## config.mk

```make
export PLATFORM = sky130hd
export DESIGN_NAME = control_unit
export DESIGN_NICKNAME = d
export VERILOG_FILES = /design/src/rtl/control_unit.sv
export SDC_FILE = /design/constraint.sdc
export NUM_CORES = 1
export LEC_CHECK = 0
export ABC_AREA = 1
export BUFFER_PORTS_ARGS = -buffer_cell sky130_fd_sc_hd__buf_2
export CAP_MARGIN = 0
export CORE_AREA = 2 2 39 41
export CTS_CLUSTER_SIZE = 14
export DETAILED_ROUTE_END_ITERATION = 6
export DIE_AREA = 0 0 41 43
export GPL_TIMING_DRIVEN = 0
export PLACE_DENSITY = 0.81
export SLEW_MARGIN = 10
export SYNTH_ARGS = -nofsm -noshare
export SYNTH_HDL_FRONTEND = slang
export SYNTH_SLANG_ARGS = --single-unit
```

## constraint.sdc

```tcl
create_clock -name Clk -period 3.3 [get_ports Clk]
set_clock_uncertainty 0.05 [all_clocks]
set_input_delay 0.66 -clock Clk [delete_from_list [all_inputs] [get_ports Clk]]
set_output_delay 0.66 -clock Clk [all_outputs]
set_load 0.005 [all_outputs]
```

## src/rtl/control_unit.sv

```systemverilog
// Multicycle MIPS-style control FSM: 4-bit state register with outputs decoded from state.
// Optional overflow trap (R-type add/sub, addi) enabled by defining CONTROL_OVERFLOW_TRAP_EN.
module control_unit (
  input  logic       Clk,
  input  logic       reset_n,
  input  logic [5:0] Operation,
  input  logic [5:0] Funct,
  input  logic       ALU_zero,
  input  logic       ALU_overflow,
  output logic       regs_reset,
  output logic       pc_load,
  output logic       mem_write,
  output logic       instReg_load,
  output logic       a_load,
  output logic       b_load,
  output logic       ALUout_load,
  output logic [2:0] ALU_select,
  output logic       ALUSrcA,
  output logic [1:0] ALUSrcB,
  output logic [1:0] PCSource,
  output logic       IorD,
  output logic       RegWrite,
  output logic       RegDst,
  output logic       MemtoReg,
  output logic [3:0] State
);

  typedef enum logic [3:0] {
    StRst       = 4'd0,
    StFetch     = 4'd1,
    StFetchWait = 4'd2,
    StDecode    = 4'd3,
    StMemAddr   = 4'd4,
    StMemRd     = 4'd5,
    StMemWb     = 4'd6,
    StMemWr     = 4'd7,
    StRExec     = 4'd8,
    StRWb       = 4'd9,
    StBranch    = 4'd10,
    StJump      = 4'd11,
    StAddiExec  = 4'd12,
    StAddiWb    = 4'd13,
    StExc       = 4'd14
  } state_e;

  localparam logic [5:0] OpRType = 6'h00;
  localparam logic [5:0] OpJ     = 6'h02;
  localparam logic [5:0] OpBeq   = 6'h04;
  localparam logic [5:0] OpBne   = 6'h05;
  localparam logic [5:0] OpAddi  = 6'h08;
  localparam logic [5:0] OpLw    = 6'h23;
  localparam logic [5:0] OpSw    = 6'h2B;

  localparam logic [5:0] FnAdd = 6'h20;
  localparam logic [5:0] FnSub = 6'h22;
  localparam logic [5:0] FnAnd = 6'h24;
  localparam logic [5:0] FnXor = 6'h26;

  state_e state_q, state_d;
  logic   funct_valid;
  logic   funct_arith;

  assign funct_valid = (Funct == FnAdd) || (Funct == FnSub) ||
                       (Funct == FnAnd) || (Funct == FnXor);
  assign funct_arith = (Funct == FnAdd) || (Funct == FnSub);

  always_ff @(posedge Clk) begin
    if (!reset_n) begin
      state_q <= StRst;
    end else begin
      state_q <= state_d;
    end
  end

  always_comb begin
    state_d = StRst;
    case (state_q)
      StRst:       state_d = StFetch;
      StFetch:     state_d = StFetchWait;
      StFetchWait: state_d = StDecode;
      StDecode: begin
        case (Operation)
          OpLw, OpSw:    state_d = StMemAddr;
          OpRType:       state_d = funct_valid ? StRExec : StFetch;
          OpBeq, OpBne:  state_d = StBranch;
          OpJ:           state_d = StJump;
          OpAddi:        state_d = StAddiExec;
          default:       state_d = StFetch;
        endcase
      end
      StMemAddr:   state_d = (Operation == OpLw) ? StMemRd : StMemWr;
      StMemRd:     state_d = StMemWb;
      StMemWb:     state_d = StFetch;
      StMemWr:     state_d = StFetch;
`ifdef CONTROL_OVERFLOW_TRAP_EN
      StRExec:     state_d = (ALU_overflow && funct_arith) ? StExc : StRWb;
      StAddiExec:  state_d = ALU_overflow ? StExc : StAddiWb;
`else
      StRExec:     state_d = StRWb;
      StAddiExec:  state_d = StAddiWb;
`endif
      StRWb:       state_d = StFetch;
      StBranch:    state_d = StFetch;
      StJump:      state_d = StFetch;
      StAddiWb:    state_d = StFetch;
      StExc:       state_d = StFetch;
      default:     state_d = StRst;
    endcase
  end

`ifndef CONTROL_OVERFLOW_TRAP_EN
  logic unused_overflow;
  logic unused_funct_arith;
  assign unused_overflow    = ALU_overflow;
  assign unused_funct_arith = funct_arith;
`endif

  always_comb begin
    regs_reset   = 1'b0;
    pc_load      = 1'b0;
    mem_write    = 1'b0;
    instReg_load = 1'b0;
    a_load       = 1'b0;
    b_load       = 1'b0;
    ALUout_load  = 1'b0;
    ALU_select   = 3'b000;
    ALUSrcA      = 1'b0;
    ALUSrcB      = 2'b00;
    PCSource     = 2'b00;
    IorD         = 1'b0;
    RegWrite     = 1'b0;
    RegDst       = 1'b0;
    MemtoReg     = 1'b0;
    case (state_q)
      StRst:       regs_reset = 1'b1;
      StFetch:     IorD = 1'b0;
      StFetchWait: begin
        instReg_load = 1'b1;
        pc_load      = 1'b1;
        ALUSrcB      = 2'b01;
        ALU_select   = 3'b001;
      end
      StDecode: begin
        // Speculatively compute the branch target into ALUout.
        a_load      = 1'b1;
        b_load      = 1'b1;
        ALUout_load = 1'b1;
        ALUSrcB     = 2'b11;
        ALU_select  = 3'b001;
      end
      StMemAddr, StAddiExec: begin
        ALUSrcA     = 1'b1;
        ALUSrcB     = 2'b10;
        ALU_select  = 3'b001;
        ALUout_load = 1'b1;
      end
      StMemRd:     IorD = 1'b1;
      StMemWb: begin
        IorD     = 1'b1;
        RegWrite = 1'b1;
        MemtoReg = 1'b1;
      end
      StMemWr: begin
        IorD      = 1'b1;
        mem_write = 1'b1;
      end
      StRExec: begin
        ALUSrcA     = 1'b1;
        ALUout_load = 1'b1;
        case (Funct)
          FnAdd:   ALU_select = 3'b001;
          FnSub:   ALU_select = 3'b010;
          FnAnd:   ALU_select = 3'b011;
          FnXor:   ALU_select = 3'b110;
          default: ALU_select = 3'b000;
        endcase
      end
      StRWb: begin
        RegWrite = 1'b1;
        RegDst   = 1'b1;
      end
      StBranch: begin
        ALUSrcA    = 1'b1;
        ALU_select = 3'b010;
        PCSource   = 2'b01;
        pc_load    = ((Operation == OpBeq) && ALU_zero) || ((Operation == OpBne) && !ALU_zero);
      end
      StJump: begin
        PCSource = 2'b10;
        pc_load  = 1'b1;
      end
      StAddiWb:    RegWrite = 1'b1;
      StExc: begin
        PCSource = 2'b11;
        pc_load  = 1'b1;
      end
      default: ;
    endcase
    // Reset masks every state-changing enable immediately, even mid-instruction.
    if (!reset_n) begin
      regs_reset   = 1'b1;
      pc_load      = 1'b0;
      mem_write    = 1'b0;
      RegWrite     = 1'b0;
      instReg_load = 1'b0;
      a_load       = 1'b0;
      b_load       = 1'b0;
      ALUout_load  = 1'b0;
    end
  end

  assign State = state_q;

endmodule

```

# Yosys cells after proc, flatten, opt, wreduce, memory -nomap -nowiden
# Index checks and enable logic that the tools add are counted.
# totals
out_inout_bits,23
elab_cells,70
reg_bits,4
# classes
mux,26
reduce_logical,19
eq_ne,24
# op_table
cell,count
$eq A6 B6 Y1 const B,6
$pmux W4 S8,1
$eq A4 B4 Y1 const B,7
$pmux W4 S5,1
$mux W1,17
$eq A4 B3 Y1 const B,4
$eq A6 B3 Y1 const B,2
$pmux W2 S3,2
$pmux W3 S4,1
$reduce_or A4 Y1,3
$pmux W3 S3,1
$reduce_or A3 Y1,3
$eq A4 B2 Y1 const B,2
$reduce_or A8 Y1,1
$eq A6 B2 Y1 const B,1
$eq A6 B4 Y1 const B,1
$logic_not A6 Y1,1
$reduce_or A2 Y1,3
$eq A4 B1 Y1 const B,1
$logic_not A4 Y1,1
$logic_or A1 B1 Y1,4
$mux W4,1
$logic_and A1 B1 Y1,2
$mux W2,1
2 further kinds,2

# Depth between registers and ports, before layout
# logic_depth
word_depth,7
ltp_mapped,8

# Worst setup path before layout
# No wires, ideal clock.
# synth_timing
path_type,input to output
from,in Operation[5]
to,out pc_load
n_path_buf,0
t_arrival_ns,1.207
cell_stages,5
slack_ns,1.383
path_cell_list,nor2_1 > nand4_1 > nor2_1 > nor3b_1 > nor2_1
# synth_via
elab_chain_len,5
elab_cells_between_ends,7
classes_between,eq/ne (2); mux (2); reduce/logical (3)
# synth_lines
item,line_no,source
start: declaration,6,"input logic [5:0] Operation,"
$eq A6 B3 Y1,186,pc_load = ((Operation == OpBeq) && ALU_zero) || ((Operation == OpBne) && !ALU_zero);
$logic_and A1 B1 Y1,186,
$logic_or A1 B1 Y1 (*),186,
$pmux W1 S2 (*),134,case (state_q)
$mux W1 (*),200,if (!reset_n) begin
end: declaration,11,"output logic pc_load,"
# Mark *: on every way between the ends. The rest lies on a longest branch, timed or not.

# Worst setup path in the final report
# Ends and elaborated chain as after synthesis.

==> run_results.csv <==
group,metric,value,unit
layout,number_of_flip_flops_under_the_largest_register_name,4,
grt,grt_antenna_before_repair,0,
worst_setup_path,timing.critical_path.from_type,"input port",
synthesis,synthesis.nets,118,
timing,report.final.setup_viol,0,
flow_run,drv.max_cap_violation_count,0,
synthesis,synth-warning-count,0,
worst_setup_path,timing.critical_path.arrival,1.56,ns
cts,clk_transition_reported_paths,0.03,ns
synthesis,ys_ff_latch,4,
cts,post-cts-setup-buffers,0,
worst_setup_path,worst_path_most_repeated_cell,"sky130_fd_sc_hd__nor2_1",
timing,final-hold-violation-count,0,
floorplan,placeableCoreArea,1380,um^2
timing,finalWorstSetupSlack,1.03,ns
pwr,p_leak,0.442,nW
layout,final_layout_size_suffix_gt1_frac,0.423,
timing,maxSlewViolCount,0,
routing,routed_via_count,792,
timing,holdWs,0.515,ns
cts,cts.htree.levels,1,
floorplan,die_outline_area,1760,um^2
grt,grtUsageTotal,0.195,
layout,postLayoutCellArea,785,um^2
timing,worst_slew_pin_slew,0.264,ns
place,place_congestion,0.852,
worst_setup_path,required,2.59,ns
synthesis,netlist_area,557,um^2
synthesis,synthesis.area_per_instance,5.46,um^2
place,postPlaceCellArea,762,um^2
synthesis,synth_top_cell_by_area,"sky130_fd_sc_hd__nor2_1",
layout,total_of_fill_cells_in_the_finished_design,150,
pwr,power.density,218,nW/um^2
floorplan,die_x,41,um
worst_hold_path,min_path_type,"reg -> reg",
worst_setup_path,worstPathMaxFanout,3,
layout,num-nets-final,160,
worst_setup_path,cell_breakdown_of_the_critical_path,"buf_2 > nor2_1 > nand4_1 > nor2_1 > nor3b_1 > nor2_1 > buf_2",
floorplan,floorplan.io_pins,39,
timing,maxClockFrequency,440,MHz
grt,largest_net_degree_at_the_start_of_global_routing,11,
synthesis,synth_top_cell_area_share,0.162,
synthesis,synth_sequential_area_ratio,0.144,
grt,vias_in_the_first_global_route,637,
worst_setup_path,cp.buffers_inverters,2,
synthesis,synth.distinct_cells,25,
cts,total_cts_buffers,3,
floorplan,start_util,0.402,
pwr,vdd.ir_drop.worst,256,uV
timing,fin_crit_sh,0.688,
routing,ant_nets,0,
timing,setup_total_negative_slack,0,ns
cts,post_cts_repair_resize_count,0,
worst_setup_path,cp-end-kind,"primary output",
cts,cts_num_sinks,4,
cts,cts-root-buf,"sky130_fd_sc_hd__clkbuf_4",
grt,grt_first_pass_wirelength,2.43,mm
timing,worst_slew_margin_rel,0.823,
timing,rsz0062_at_grt,"no",
floorplan,row_count,14,
worst_setup_path,crit_type,"in -> out",
cts,clock_tree.buffer_depth,2,
cts,clock_latency,0.24,ns
synthesis,yosys-top-cells-area,"sky130_fd_sc_hd__nor2_1, sky130_fd_sc_hd__dfxtp_1, sky130_fd_sc_hd__nand2_1",
routing,drt_first_iter_violations,34,
worst_setup_path,timing.critical_path.slowest_stage_cell,"sky130_fd_sc_hd__nand4_1",
routing,routed_via_density,5.01,
layout,antenna-diode-count,0,
layout,area.growth.synth_to_final,40.9,%
worst_setup_path,cp_delay_by_family_top,"simple AND/OR/NAND/NOR gates",
grt,globalRouteOverflowTotal,0,
routing,post-route-drc-count,0,
routing,wirelength,1.61,mm
routing,drt-wirelength-per-cell,10.2,um
place,final_hpwl_from_detailed_placement,1.32,mm
place,preCtsSetupSlack,1.05,ns
place,io_buffer_count,37,
synthesis,synthCells,102,
routing,drt_pass1_iterations,4,
cts,clock_tree_from_tritoncts,"built",
timing,final.min_clock_period,2.27,ns
worst_setup_path,worst_path_largest_cell_delay,0.20,ns
cts,post_cts_hold_buffer_count,0,
floorplan,fp.dieH,43,um
outcome,status,"finished, final reports clean",
pwr,pwr_total,171,uW
worst paths after layout:
check                       from                   to  slack, ns  depth (start not counted)
min reg2reg  State[3]$_SDFF_PN0_  State[3]$_SDFF_PN0_       0.51                          2
max reg2reg  State[3]$_SDFF_PN0_  State[2]$_SDFF_PN0_       2.07                          7
min          State[3]$_SDFF_PN0_  State[3]$_SDFF_PN0_       0.51                          2
max                 Operation[5]              pc_load       1.03                          7
cell usage after synthesis:
cell type and n:
sky130_fd_sc_hd__nor2_1 24, sky130_fd_sc_hd__nand2_1 15, sky130_fd_sc_hd__inv_1 12, sky130_fd_sc_hd__nand3_1 8
sky130_fd_sc_hd__inv_2 7, sky130_fd_sc_hd__nor2_2 5, sky130_fd_sc_hd__o21ai_0 5, sky130_fd_sc_hd__dfxtp_1 4
sky130_fd_sc_hd__a21oi_1 3, sky130_fd_sc_hd__a21oi_2 2, sky130_fd_sc_hd__a31oi_1 2, sky130_fd_sc_hd__nor3_1 2
sky130_fd_sc_hd__a41oi_1 1, sky130_fd_sc_hd__buf_4 1, sky130_fd_sc_hd__clkinv_1 1, sky130_fd_sc_hd__nand2_2 1
sky130_fd_sc_hd__nand2_4 1, sky130_fd_sc_hd__nand4_1 1, sky130_fd_sc_hd__nor3b_1 1, sky130_fd_sc_hd__o21ai_1 1
sky130_fd_sc_hd__o21ai_2 1, sky130_fd_sc_hd__o221ai_2 1, sky130_fd_sc_hd__o22ai_1 1, sky130_fd_sc_hd__o22ai_2 1
sky130_fd_sc_hd__xor2_1 1
worst reg2reg max path: stages (launching register included):
cell                      delay (ns)
sky130_fd_sc_hd__dfxtp_1        0.44
sky130_fd_sc_hd__inv_2          0.12
sky130_fd_sc_hd__nand2_4        0.11
sky130_fd_sc_hd__a21oi_2        0.07
sky130_fd_sc_hd__inv_2          0.10
sky130_fd_sc_hd__o21ai_2        0.06
sky130_fd_sc_hd__nor2_1         0.11
sky130_fd_sc_hd__nor2_1         0.05
metal layers:
layer,vias to the layer above,global-route usage,share of wire
li1,414,-,-
met1,332,0.258,0.42
met2,46,0.303,0.48
met3,0,0.0838,0.095
met4,0,0.00667,0
met5,-,0,0
layout make-up:
| type | count | area [um^2] | share of cell area |
|---|---|---|---|
| buffer | 1 | 7.51 | 0.00957 |
| clock buffer | 3 | 22.5 | 0.0287 |
| inverter | 20 | 75.1 | 0.0957 |
| multi-input combinational | 77 | 394 | 0.502 |
| sequential | 4 | 80.1 | 0.102 |
| tap | 16 | 20.0 | 0.0255 |
| timing repair buffer | 37 | 185 | 0.236 |
power by group:
part           internal (mW)  switching [mW]  total (mW)
logic                 0.0232          0.0333      0.0565
registers             0.0510         0.00355      0.0545
clock network         0.0406          0.0194      0.0601
cells by family after synthesis:
logic type,count (synthesis),synth area share
compound gates,18,0.227
buf+inv,21,0.148
xor+xnor,1,0.0157
simple gates,58,0.465
flops,4,0.144
cell usage in the layout (no fill, tap or decap):
master	n
sky130_fd_sc_hd__nand4_1	1
sky130_fd_sc_hd__nor2_2	5
sky130_fd_sc_hd__o21ai_1	1
sky130_fd_sc_hd__nand2_1	15
sky130_fd_sc_hd__a21oi_2	2
sky130_fd_sc_hd__dfxtp_1	4
sky130_fd_sc_hd__inv_1	12
sky130_fd_sc_hd__o22ai_2	1
sky130_fd_sc_hd__o21ai_0	5
sky130_fd_sc_hd__a31oi_1	2
sky130_fd_sc_hd__inv_2	7
sky130_fd_sc_hd__nor3_1	2
sky130_fd_sc_hd__o21ai_2	1
sky130_fd_sc_hd__nand3_1	8
sky130_fd_sc_hd__a21oi_1	3
sky130_fd_sc_hd__o221ai_2	1
sky130_fd_sc_hd__buf_4	1
sky130_fd_sc_hd__o22ai_1	1
sky130_fd_sc_hd__clkbuf_4	3
sky130_fd_sc_hd__nand2_4	1
sky130_fd_sc_hd__clkinv_1	1
sky130_fd_sc_hd__nor3b_1	1
sky130_fd_sc_hd__xor2_1	1
sky130_fd_sc_hd__nand2_2	1
sky130_fd_sc_hd__buf_2	37
sky130_fd_sc_hd__a41oi_1	1
sky130_fd_sc_hd__nor2_1	24
per-stage QoR:
stage | utilization | cells
after floorplan | - | 102
after global placement | 0.551 | 155
after detailed placement | 0.551 | 155
after CTS | 0.567 | 158
after global routing | 0.567 | 158
final | 0.567 | 158
(Power assumes the default switching activity.)
